--- src/rtl/multiplier_if.sv ---
// ---------------------------------------------------------------------------
// multiplier_if
//   Operand/result bundle for the pipelined Q-format multiplier.
//   master : drives in_valid, A, B; observes out_valid, AB, ovf
//   slave  : the multiplier side (samples operands, returns the product)
//   Signals:
//     in_valid  1     A/B qualify this cycle
//     A, B      BITS  signed fixed-point operands
//     out_valid 1     AB/ovf carry a result this cycle
//     AB        BITS  signed fixed-point product
//     ovf       1     result left the BITS-bit range
// ---------------------------------------------------------------------------
interface multiplier_if #(
  parameter int BITS = 16
);
  logic            in_valid;
  logic [BITS-1:0] A;
  logic [BITS-1:0] B;
  logic            out_valid;
  logic [BITS-1:0] AB;
  logic            ovf;

  modport master (
    output in_valid,
    output A,
    output B,
    input  out_valid,
    input  AB,
    input  ovf
  );

  modport slave (
    input  in_valid,
    input  A,
    input  B,
    output out_valid,
    output AB,
    output ovf
  );
endinterface

--- src/rtl/multiplier.sv ---
// ---------------------------------------------------------------------------
// multiplier
//   Two-stage pipelined signed fixed-point multiplier (Q8.8 by default,
//   0x0100 = 1.0). AB = round_half_up(A*B / 2^FRAC), range-checked against
//   the BITS-bit two's-complement range. Throughput one operation per clock,
//   no backpressure; a result appears after the second rising edge following
//   the cycle its operands were presented.
//
//   Build option (macro MULTIPLIER_SAT_EN):
//     defined   : out-of-range results clamp to the most positive / most
//                 negative BITS-bit value; ovf flags the clamp.
//     undefined : AB is the low BITS bits of the rounded value (wrap);
//                 ovf still reports that the value was out of range.
//
//   Parameters:
//     BITS  operand/result width (two's complement)
//     FRAC  fractional bits, 1 <= FRAC < BITS
//   Ports:
//     clk    rising-edge clock
//     rst_n  asynchronous active-low reset, clears every pipeline register
//     bus    multiplier_if.slave: in_valid/A/B in, out_valid/AB/ovf out
// ---------------------------------------------------------------------------
module multiplier #(
  parameter int BITS = 16,
  parameter int FRAC = 8
) (
  input  logic        clk,
  input  logic        rst_n,
  multiplier_if.slave bus
);

  // Working width: full product plus one guard bit so the rounding add
  // can never wrap, whatever the operands.
  localparam int W = 2 * BITS + 1;

  localparam logic signed [W-1:0] HALF_LSB =
    {{(W-1){1'b0}}, 1'b1} << (FRAC - 1);
  localparam logic signed [W-1:0] MAX_R =
    {{(W-BITS+1){1'b0}}, {(BITS-1){1'b1}}};
  localparam logic signed [W-1:0] MIN_R =
    {{(W-BITS+1){1'b1}}, {(BITS-1){1'b0}}};
  localparam logic [BITS-1:0] SAT_POS = {1'b0, {(BITS-1){1'b1}}};
  localparam logic [BITS-1:0] SAT_NEG = {1'b1, {(BITS-1){1'b0}}};

  // Stage 1: registered operands and qualifier
  logic [BITS-1:0] a_q, a_d;
  logic [BITS-1:0] b_q, b_d;
  logic            v1_q, v1_d;

  // Stage 2: registered result
  logic [BITS-1:0] ab_q, ab_d;
  logic            ovf_q, ovf_d;
  logic            v2_q, v2_d;

  // Datapath between the stages
  logic signed [2*BITS-1:0] a_ext_s;
  logic signed [2*BITS-1:0] b_ext_s;
  logic signed [2*BITS-1:0] prod_s;
  logic signed [W-1:0]      prod_ext_s;
  logic signed [W-1:0]      rnd_s;
  logic signed [W-1:0]      r_s;
  logic                     over_hi_s;
  logic                     over_lo_s;

  // Stage-1 next state: capture the operands every cycle
  always_comb begin
    a_d  = bus.A;
    b_d  = bus.B;
    v1_d = bus.in_valid;
  end

  // Product, round-half-up, arithmetic shift and range check
  always_comb begin
    a_ext_s    = {{BITS{a_q[BITS-1]}}, a_q};
    b_ext_s    = {{BITS{b_q[BITS-1]}}, b_q};
    // Both operands are sign-extended to 2*BITS, so the low 2*BITS bits of
    // this product are the exact signed product.
    prod_s     = a_ext_s * b_ext_s;
    prod_ext_s = {prod_s[2*BITS-1], prod_s};
    // Adding half an output LSB then flooring via >>> rounds ties upward.
    rnd_s      = prod_ext_s + HALF_LSB;
    r_s        = rnd_s >>> FRAC;
    over_hi_s  = (r_s > MAX_R);
    over_lo_s  = (r_s < MIN_R);
  end

  // Stage-2 next state: new result on a valid slot, otherwise hold AB/ovf
  always_comb begin
    ab_d  = ab_q;
    ovf_d = ovf_q;
    v2_d  = 1'b0;
    if (v1_q) begin
      v2_d  = 1'b1;
      ovf_d = over_hi_s | over_lo_s;
`ifdef MULTIPLIER_SAT_EN
      if (over_hi_s) begin
        ab_d = SAT_POS;
      end else if (over_lo_s) begin
        ab_d = SAT_NEG;
      end else begin
        ab_d = r_s[BITS-1:0];
      end
`else
      ab_d = r_s[BITS-1:0];
`endif
    end else begin
      v2_d  = 1'b0;
      ab_d  = ab_q;
      ovf_d = ovf_q;
    end
  end

  // Stage-1 pipeline registers
  always_ff @(posedge clk or negedge rst_n) begin
    if (!rst_n) begin
      a_q  <= {BITS{1'b0}};
      b_q  <= {BITS{1'b0}};
      v1_q <= 1'b0;
    end else begin
      a_q  <= a_d;
      b_q  <= b_d;
      v1_q <= v1_d;
    end
  end

  // Stage-2 pipeline registers (drive the outputs directly)
  always_ff @(posedge clk or negedge rst_n) begin
    if (!rst_n) begin
      ab_q  <= {BITS{1'b0}};
      ovf_q <= 1'b0;
      v2_q  <= 1'b0;
    end else begin
      ab_q  <= ab_d;
      ovf_q <= ovf_d;
      v2_q  <= v2_d;
    end
  end

  // Registered outputs onto the interface
  always_comb begin
    bus.out_valid = v2_q;
    bus.AB        = ab_q;
    bus.ovf       = ovf_q;
  end

  // Unused when the saturation build is off
  logic unused_s;
  always_comb begin
    unused_s = ^{SAT_POS, SAT_NEG};
  end

endmodule

--- src/flat_wrapper.sv ---
// flat-port wrapper written by rule: the top's interface ports become plain ports
module multiplier_flat 
#(
  parameter int BITS = 16,
  parameter int FRAC = 8
)
  (clk, rst_n, bus_in_valid, bus_A, bus_B, bus_out_valid, bus_AB, bus_ovf);
  multiplier_if #(.BITS(BITS)) bus_i ();
  input  logic clk;
  input  logic rst_n;
  input wire logic [$bits(bus_i.in_valid)-1:0] bus_in_valid;
  input wire logic [$bits(bus_i.A)-1:0] bus_A;
  input wire logic [$bits(bus_i.B)-1:0] bus_B;
  output wire logic [$bits(bus_i.out_valid)-1:0] bus_out_valid;
  output wire logic [$bits(bus_i.AB)-1:0] bus_AB;
  output wire logic [$bits(bus_i.ovf)-1:0] bus_ovf;
  assign bus_i.in_valid = bus_in_valid;
  assign bus_i.A = bus_A;
  assign bus_i.B = bus_B;
  assign bus_out_valid = bus_i.out_valid;
  assign bus_AB = bus_i.AB;
  assign bus_ovf = bus_i.ovf;
  multiplier #(.BITS(BITS), .FRAC(FRAC)) u_core (.clk(clk), .rst_n(rst_n), .bus(bus_i));
endmodule
--- config.mk ---
export PLATFORM = sky130hd
export DESIGN_NAME = multiplier_flat
export DESIGN_NICKNAME = d
export VERILOG_FILES = /design/src/rtl/multiplier_if.sv /design/src/rtl/multiplier.sv /design/src/flat_wrapper.sv
export SDC_FILE = /design/constraint.sdc
export NUM_CORES = 1
export LEC_CHECK = 0
export ABC_AREA = 1
export CAP_MARGIN = 20
export CORE_MARGIN = 2
export CORE_UTILIZATION = 55
export CTS_CLUSTER_SIZE = 25
export DETAILED_ROUTE_END_ITERATION = 10
export GPL_TIMING_DRIVEN = 0
export HOLD_SLACK_MARGIN = 0.05
export PLACE_DENSITY = 0.84
export SYNTH_ARGS = -nofsm -noshare
export SYNTH_HDL_FRONTEND = slang
export SYNTH_SLANG_ARGS = --single-unit
--- constraint.sdc ---
create_clock -name clk -period 8.55 [get_ports clk]
set_input_delay 2.1375 -clock clk [delete_from_list [all_inputs] [get_ports clk]]
set_output_delay 2.1375 -clock clk [all_outputs]
set_load 0.05 [all_outputs]
======== Yosys cells after proc, flatten, opt, wreduce, memory -nomap -nowiden ========
Index checks and enable logic that the tools add are counted.
storage, ports and cells
  logic and storage cells ................. 12
  memories kept ........................... 0
  memory bits (writable) .................. 0
  bits in registers ....................... 51
  ROM bits ................................ 0
  latch bits .............................. 0
  output and inout bits ................... 18
cells by class
  $mul .................................... 1
  add/sub/neg operators ................... 1
  equal/unequal tests ..................... 0
  order comparisons ....................... 2
  div/mod/pow operators ................... 0
  bitwise operators ....................... 1
  reduce and logical (&&, ||, !) cells .... 0
  mux-type cells .......................... 1
  shift-type cells ........................ 0
operators with widths
  cell                                                   count
  adder 32 x 9 -> 33 bit (second input constant)         1
  multiplier 16 x 16 -> 32 bit                           1
  > comparator 25 x 16 -> 1 bit (second input constant)  1
  < comparator 25 x 16 -> 1 bit (second input constant)  1
  2-to-1 mux 1 bit                                       1
  OR 1 bit                                               1

======== Logic depth before layout (Yosys ltp) ========
  word-level depth ........................ 4
  gate-level depth with buffers ........... 33

======== Least setup slack after synthesis ========
No wires, ideal clock.
  kind .................................... register -> register
  from .................................... register u_core.b_q[6]
  to ...................................... register u_core.ovf_q, in the netlist u_core.bus.ovf
  data required time ...................... 8.432 ns
  library setup time ...................... 0.118 ns
  arrival ................................. 5.927 ns
  cell stages (with the launch flop) ...... 27
  slack ................................... 2.505 ns
  path through ............................ dfrtp_1 > clkbuf_1 > clkbuf_1 > nand2_1 > fa_1 > inv_1 > fa_1 > fa_1 > fa_1 > inv_1 > fa_1 > fa_1 > inv_1 > ha_1 > nand2_1 > nor2_1 > nand2_1 > nor4_1 > nand2_1 > nand2_1 > nand2_1 > nand2_1 > nand3_1 > nor2_1 > nand3_1 > nand3_1 > nand2_1
on the way
  cells in the longest elaborated chain, start to end .. 4
ends and longest elaborated chain
  element                                                                         RTL line                            text
  start, declared                                                                 multiplier.sv:47                    logic [BITS-1:0] b_q, b_d;
  start signal, assigned                                                          multiplier.sv:117                   b_q <= {BITS{1'b0}};
  multiplier 16 x 16 -> 32 bit (*)                                                multiplier.sv:78                    prod_s = a_ext_s * b_ext_s;
  adder 32 x 9 -> 33 bit (*)                                                      multiplier.sv:81                    rnd_s = prod_ext_s + HALF_LSB;
  > comparator 25 x 16 -> 1 bit or < comparator 25 x 16 -> 1 bit (tied branches)  multiplier.sv:83, multiplier.sv:84
  OR 1 bit (*)                                                                    multiplier.sv:94                    ovf_d = over_hi_s | over_lo_s;
  end signal, assigned                                                            multiplier.sv:134                   ovf_q <= ovf_d;
  end, declared                                                                   multiplier.sv:52                    logic ovf_q, ovf_d;
Mark *: on every way between the ends. The rest lies on a longest branch, timed or not.
A chain may end at the register's enable or synchronous reset.

======== Final worst setup path ========
Same ends and word-level chain as after synthesis.

==> summary.json <==
{
  "run_status": {
    "status": "finished clean"
  },
  "drt": {
    "topRoutingLayerUsed": "met4",
    "drc": 0,
    "route.layer.met1.wl_mm": 11.8,
    "met2RoutedLength_mm": 15.4,
    "post_drt_wl_per_cell_um": 16.1,
    "drtAntennaViolNets": 0,
    "drt_wl_total_mm": 31.7,
    "post_drt_via_cell_ratio": 5.09,
    "first_iter_violations": 688,
    "detailedRoute.firstPassIterationCount": 6,
    "route.met3.wl_mm": 2.91,
    "route.vias.total": 10022
  },
  "worst_setup_path": {
    "worstRegToRegCells": 26,
    "worstPathMaxFanout": 10,
    "worstSetupStartpointType": "register",
    "crit_required_ns": 8.77,
    "r2r-start": "u_core.b_q[6]$_DFF_PN0_",
    "r2r_slack_ns": 1.29,
    "cp-end-kind": "register",
    "timing_worst_setup_path_type": "reg2reg",
    "r2r-end": "u_core.bus.ovf$_DFFE_PN0P_",
    "worst_ep_arrival_time_ns": 7.48
  },
  "global_routing": {
    "grt_pass1_vias": 10890,
    "grt_first_pass_wirelength_mm": 52.7,
    "globalRouteOverflowTotal": 0,
    "total_routing_usage_reported_by_global_routing_pct": 28.6,
    "grt_max_degree": 38,
    "grt_antenna_before_repair": 0
  },
  "job": {
    "max_capacitance_violation_count": 0
  },
  "placed_design": {
    "port-buffer-count": 52,
    "dp.cells": 1960,
    "globalplace.congestion": 0.951,
    "placement.setup.worst_slack_ns": 1.36,
    "dp.final_hpwl_mm": 26.8
  },
  "min_path": {
    "holdPathEnd": "u_core.bus.out_valid$_DFF_PN0_",
    "holdCritStartpoint": "u_core.v1_q$_DFF_PN0_",
    "number_of_stages_on_the_worst_hold_path": 0,
    "worstHoldPathType": "reg2reg"
  },
  "timing": {
    "finalCriticalPeriod_ns": 7.26,
    "setup_repair_after_global_routing_missed_its_margin": "no",
    "setup_violations": 0,
    "finalHoldViolations": 0,
    "post_route_clock_skew_ns": 0.0207,
    "finalMaxSlewViolations": 0,
    "timing.final.crit_share_pct": 84.9,
    "worst_slew_pin_slew_ns": 0.725,
    "slew-limit-headroom_pct": 51.7,
    "timing.hold.ws_ns": 0.470,
    "post-route-worst-setup-slack_ns": 1.29,
    "setup_total_negative_slack_ns": 0,
    "max_freq_mhz": 138
  },
  "synth": {
    "synthesis.nets": 2002,
    "syn-cell-area_um2": 12500,
    "post-synth-top-count-cell": "sky130_fd_sc_hd__inv_1",
    "synth_cell_types": 29,
    "yosysTopAreaCellShare_pct": 42.6,
    "synth_largest_area_cell": "sky130_fd_sc_hd__fa_1",
    "synth.cells.most_frequent": "516 x sky130_fd_sc_hd__inv_1, 451 x sky130_fd_sc_hd__nand2_1, 267 x sky130_fd_sc_hd__fa_1",
    "syn_area_per_cell_um2": 7.73,
    "postSynthRegisterBits": 51,
    "synth.yosys.seq_area_share_pct": 10.2,
    "dominantRegCellSynth": "sky130_fd_sc_hd__dfrtp_1",
    "synth_edf_count": 0,
    "postSynth.asyncResetShare_pct": 100,
    "synth.yosys.warnings": 0,
    "synthesized_netlist_cell_count": 1622,
    "synth_top_cells_by_area": "sky130_fd_sc_hd__fa_1 43%, sky130_fd_sc_hd__inv_1 15%, sky130_fd_sc_hd__nand2_1 14%"
  },
  "clock_network": {
    "num_cts_buffers": 5,
    "cts_htree_levels": 2,
    "clock_insertion_delay_worst_skew_ns": 0.32,
    "clock_tree_from_tritoncts": "done",
    "cts_root_buffer": "sky130_fd_sc_hd__clkbuf_16",
    "ctsLongestPathBuffers": 2,
    "post_cts.resized_instances": 0,
    "clkSlewWorstSetupHoldPaths_ns": 0.09,
    "hold_buffers": 0,
    "tritoncts_num_sinks": 51,
    "number_of_buffers_inserted_by_post_cts_setup_repair": 0
  },
  "die": {
    "core_um2": 22500,
    "dieWidth_um": 155,
    "placementRows": 55,
    "dieHeight_um": 155,
    "die_area_um2": 24000,
    "start_util_pct": 55.7,
    "num_io_pins": 53
  },
  "final_layout": {
    "fillers": 1952,
    "area_growth_syn_to_layout_pct": 8.24,
    "register_area_um2": 1280,
    "instances_no_fill": 1968,
    "drive_gt1_share_pct": 2.38,
    "design.final.nets": 2062,
    "antenna-diode-count": 0,
    "multi_input_comb_area_um2": 9080
  }
}
-- final cells by class --
class                           count  area share, %
Timing Repair Buffer               53           3.95
Multi-Input combinational cell    991           66.9
Inverter                          524           14.5
Clock inverter                      2         0.0922
Buffer                             56           1.55
Tap cell                          285           2.63
Sequential cell                    51           9.41
Clock buffer                        6          0.950
-- worst max-delay path, cell delays in order (launching register included) --
cell                       delay, ns
sky130_fd_sc_hd__dfrtp_1        0.33
sky130_fd_sc_hd__clkbuf_1       0.39
sky130_fd_sc_hd__clkbuf_1       0.58
sky130_fd_sc_hd__nand2_1        0.14
sky130_fd_sc_hd__fa_1           0.56
sky130_fd_sc_hd__inv_1          0.07
sky130_fd_sc_hd__fa_1           0.92
sky130_fd_sc_hd__fa_1           0.62
sky130_fd_sc_hd__fa_1           0.58
sky130_fd_sc_hd__inv_1          0.07
sky130_fd_sc_hd__fa_1           0.51
sky130_fd_sc_hd__fa_1           0.54
sky130_fd_sc_hd__inv_1          0.05
sky130_fd_sc_hd__ha_1           0.34
sky130_fd_sc_hd__nand2_1        0.14
sky130_fd_sc_hd__nor2_1         0.18
sky130_fd_sc_hd__nand2_1        0.12
sky130_fd_sc_hd__nor4_1         0.17
sky130_fd_sc_hd__nand2_1        0.17
sky130_fd_sc_hd__nand2_1        0.10
sky130_fd_sc_hd__nand2_1        0.05
sky130_fd_sc_hd__nand2_1        0.10
sky130_fd_sc_hd__nand3_1        0.08
sky130_fd_sc_hd__nor2_1         0.12
sky130_fd_sc_hd__nand3_1        0.08
sky130_fd_sc_hd__nand3_1        0.09
sky130_fd_sc_hd__nand2_1        0.05
-- how the worst max path moves through the flow --
stage	from	cells after the start	to
3_3_place_gp	u_core.b_q[6]$_DFF_PN0_	26	u_core.bus.ovf$_DFFE_PN0P_
6_report	u_core.b_q[6]$_DFF_PN0_	26	u_core.bus.ovf$_DFFE_PN0P_
5_1_grt	u_core.b_q[6]$_DFF_PN0_	24	u_core.bus.ovf$_DFFE_PN0P_
3_5_place_dp	u_core.b_q[6]$_DFF_PN0_	26	u_core.bus.ovf$_DFFE_PN0P_
2_1_floorplan	u_core.b_q[6]$_DFF_PN0_	26	u_core.bus.ovf$_DFFE_PN0P_
4_1_cts	u_core.b_q[6]$_DFF_PN0_	26	u_core.bus.ovf$_DFFE_PN0P_
-- kinds of logic (layout without fill, tap and decap cells) --
logic type,Yosys count,in the layout,share of synthesized area [%]
AOI/OAI and AO/OA,58,58,2.45
adders and majority gates,345,345,50.4
buffers and inverters,580,641,17.4
and+or+nand+nor,566,566,18.0
DFF,51,51,10.2
xor gates and xnor gates,22,22,1.54
-- metrics by stage --
step,area [µm²],utilization (%)
global route,13600,60.3
CTS,13600,60.3
finish,13600,60.3
detailed placement,13400,59.7
global placement,13400,59.6
floorplan,12500,-
-- sequential cells by signal (all words and copies together), names as in the netlist --
| name | count |
|---|---|
| u_core.a_q | 16 |
| u_core.b_q | 16 |
| u_core.bus.AB | 16 |
| u_core.bus.out_valid | 1 |
| u_core.bus.ovf | 1 |
| u_core.v1_q | 1 |
-- layout by cell type (no fill, tap or decap) --
cell type                           n
sky130_fd_sc_hd__nand2_1          451
sky130_fd_sc_hd__a21oi_2            1
sky130_fd_sc_hd__buf_12             1
sky130_fd_sc_hd__o21ai_0           20
sky130_fd_sc_hd__nand2_2            7
sky130_fd_sc_hd__a31oi_1            2
sky130_fd_sc_hd__clkinv_2           1
sky130_fd_sc_hd__buf_1              1
sky130_fd_sc_hd__nor2_1            50
sky130_fd_sc_hd__ha_1              78
sky130_fd_sc_hd__nor2_2             5
sky130_fd_sc_hd__dfrtp_1           51
sky130_fd_sc_hd__clkbuf_1          56
sky130_fd_sc_hd__o21ai_1            3
sky130_fd_sc_hd__nor3_2             2
sky130_fd_sc_hd__a21oi_1           28
sky130_fd_sc_hd__clkdlybuf4s50_1   51
sky130_fd_sc_hd__xor2_1             7
sky130_fd_sc_hd__o21bai_1           4
sky130_fd_sc_hd__or2_2              6
sky130_fd_sc_hd__clkbuf_16          5
sky130_fd_sc_hd__clkinvlp_4         1
sky130_fd_sc_hd__nand4_1            2
sky130_fd_sc_hd__inv_2              8
sky130_fd_sc_hd__nand3_2            2
sky130_fd_sc_hd__nand2b_1           1
sky130_fd_sc_hd__and3_1             3
sky130_fd_sc_hd__nand3b_1           2
sky130_fd_sc_hd__nor3_1             5
sky130_fd_sc_hd__nand3_1           29
sky130_fd_sc_hd__inv_1            516
sky130_fd_sc_hd__nor4_1             1
sky130_fd_sc_hd__fa_1             267
sky130_fd_sc_hd__buf_2              1
sky130_fd_sc_hd__xnor2_1           15
-- per-layer routing --
metal / vias up / GRT usage [%]
li1: 4619 / -
met1: 4865 / 34.3
met2: 421 / 49.1
met3: 117 / 6.46
met4: 0 / 13.6
met5: - / 0
Power is not shown: default switching activity piles up to over one toggle a cycle in this logic, so the estimate is an artifact.
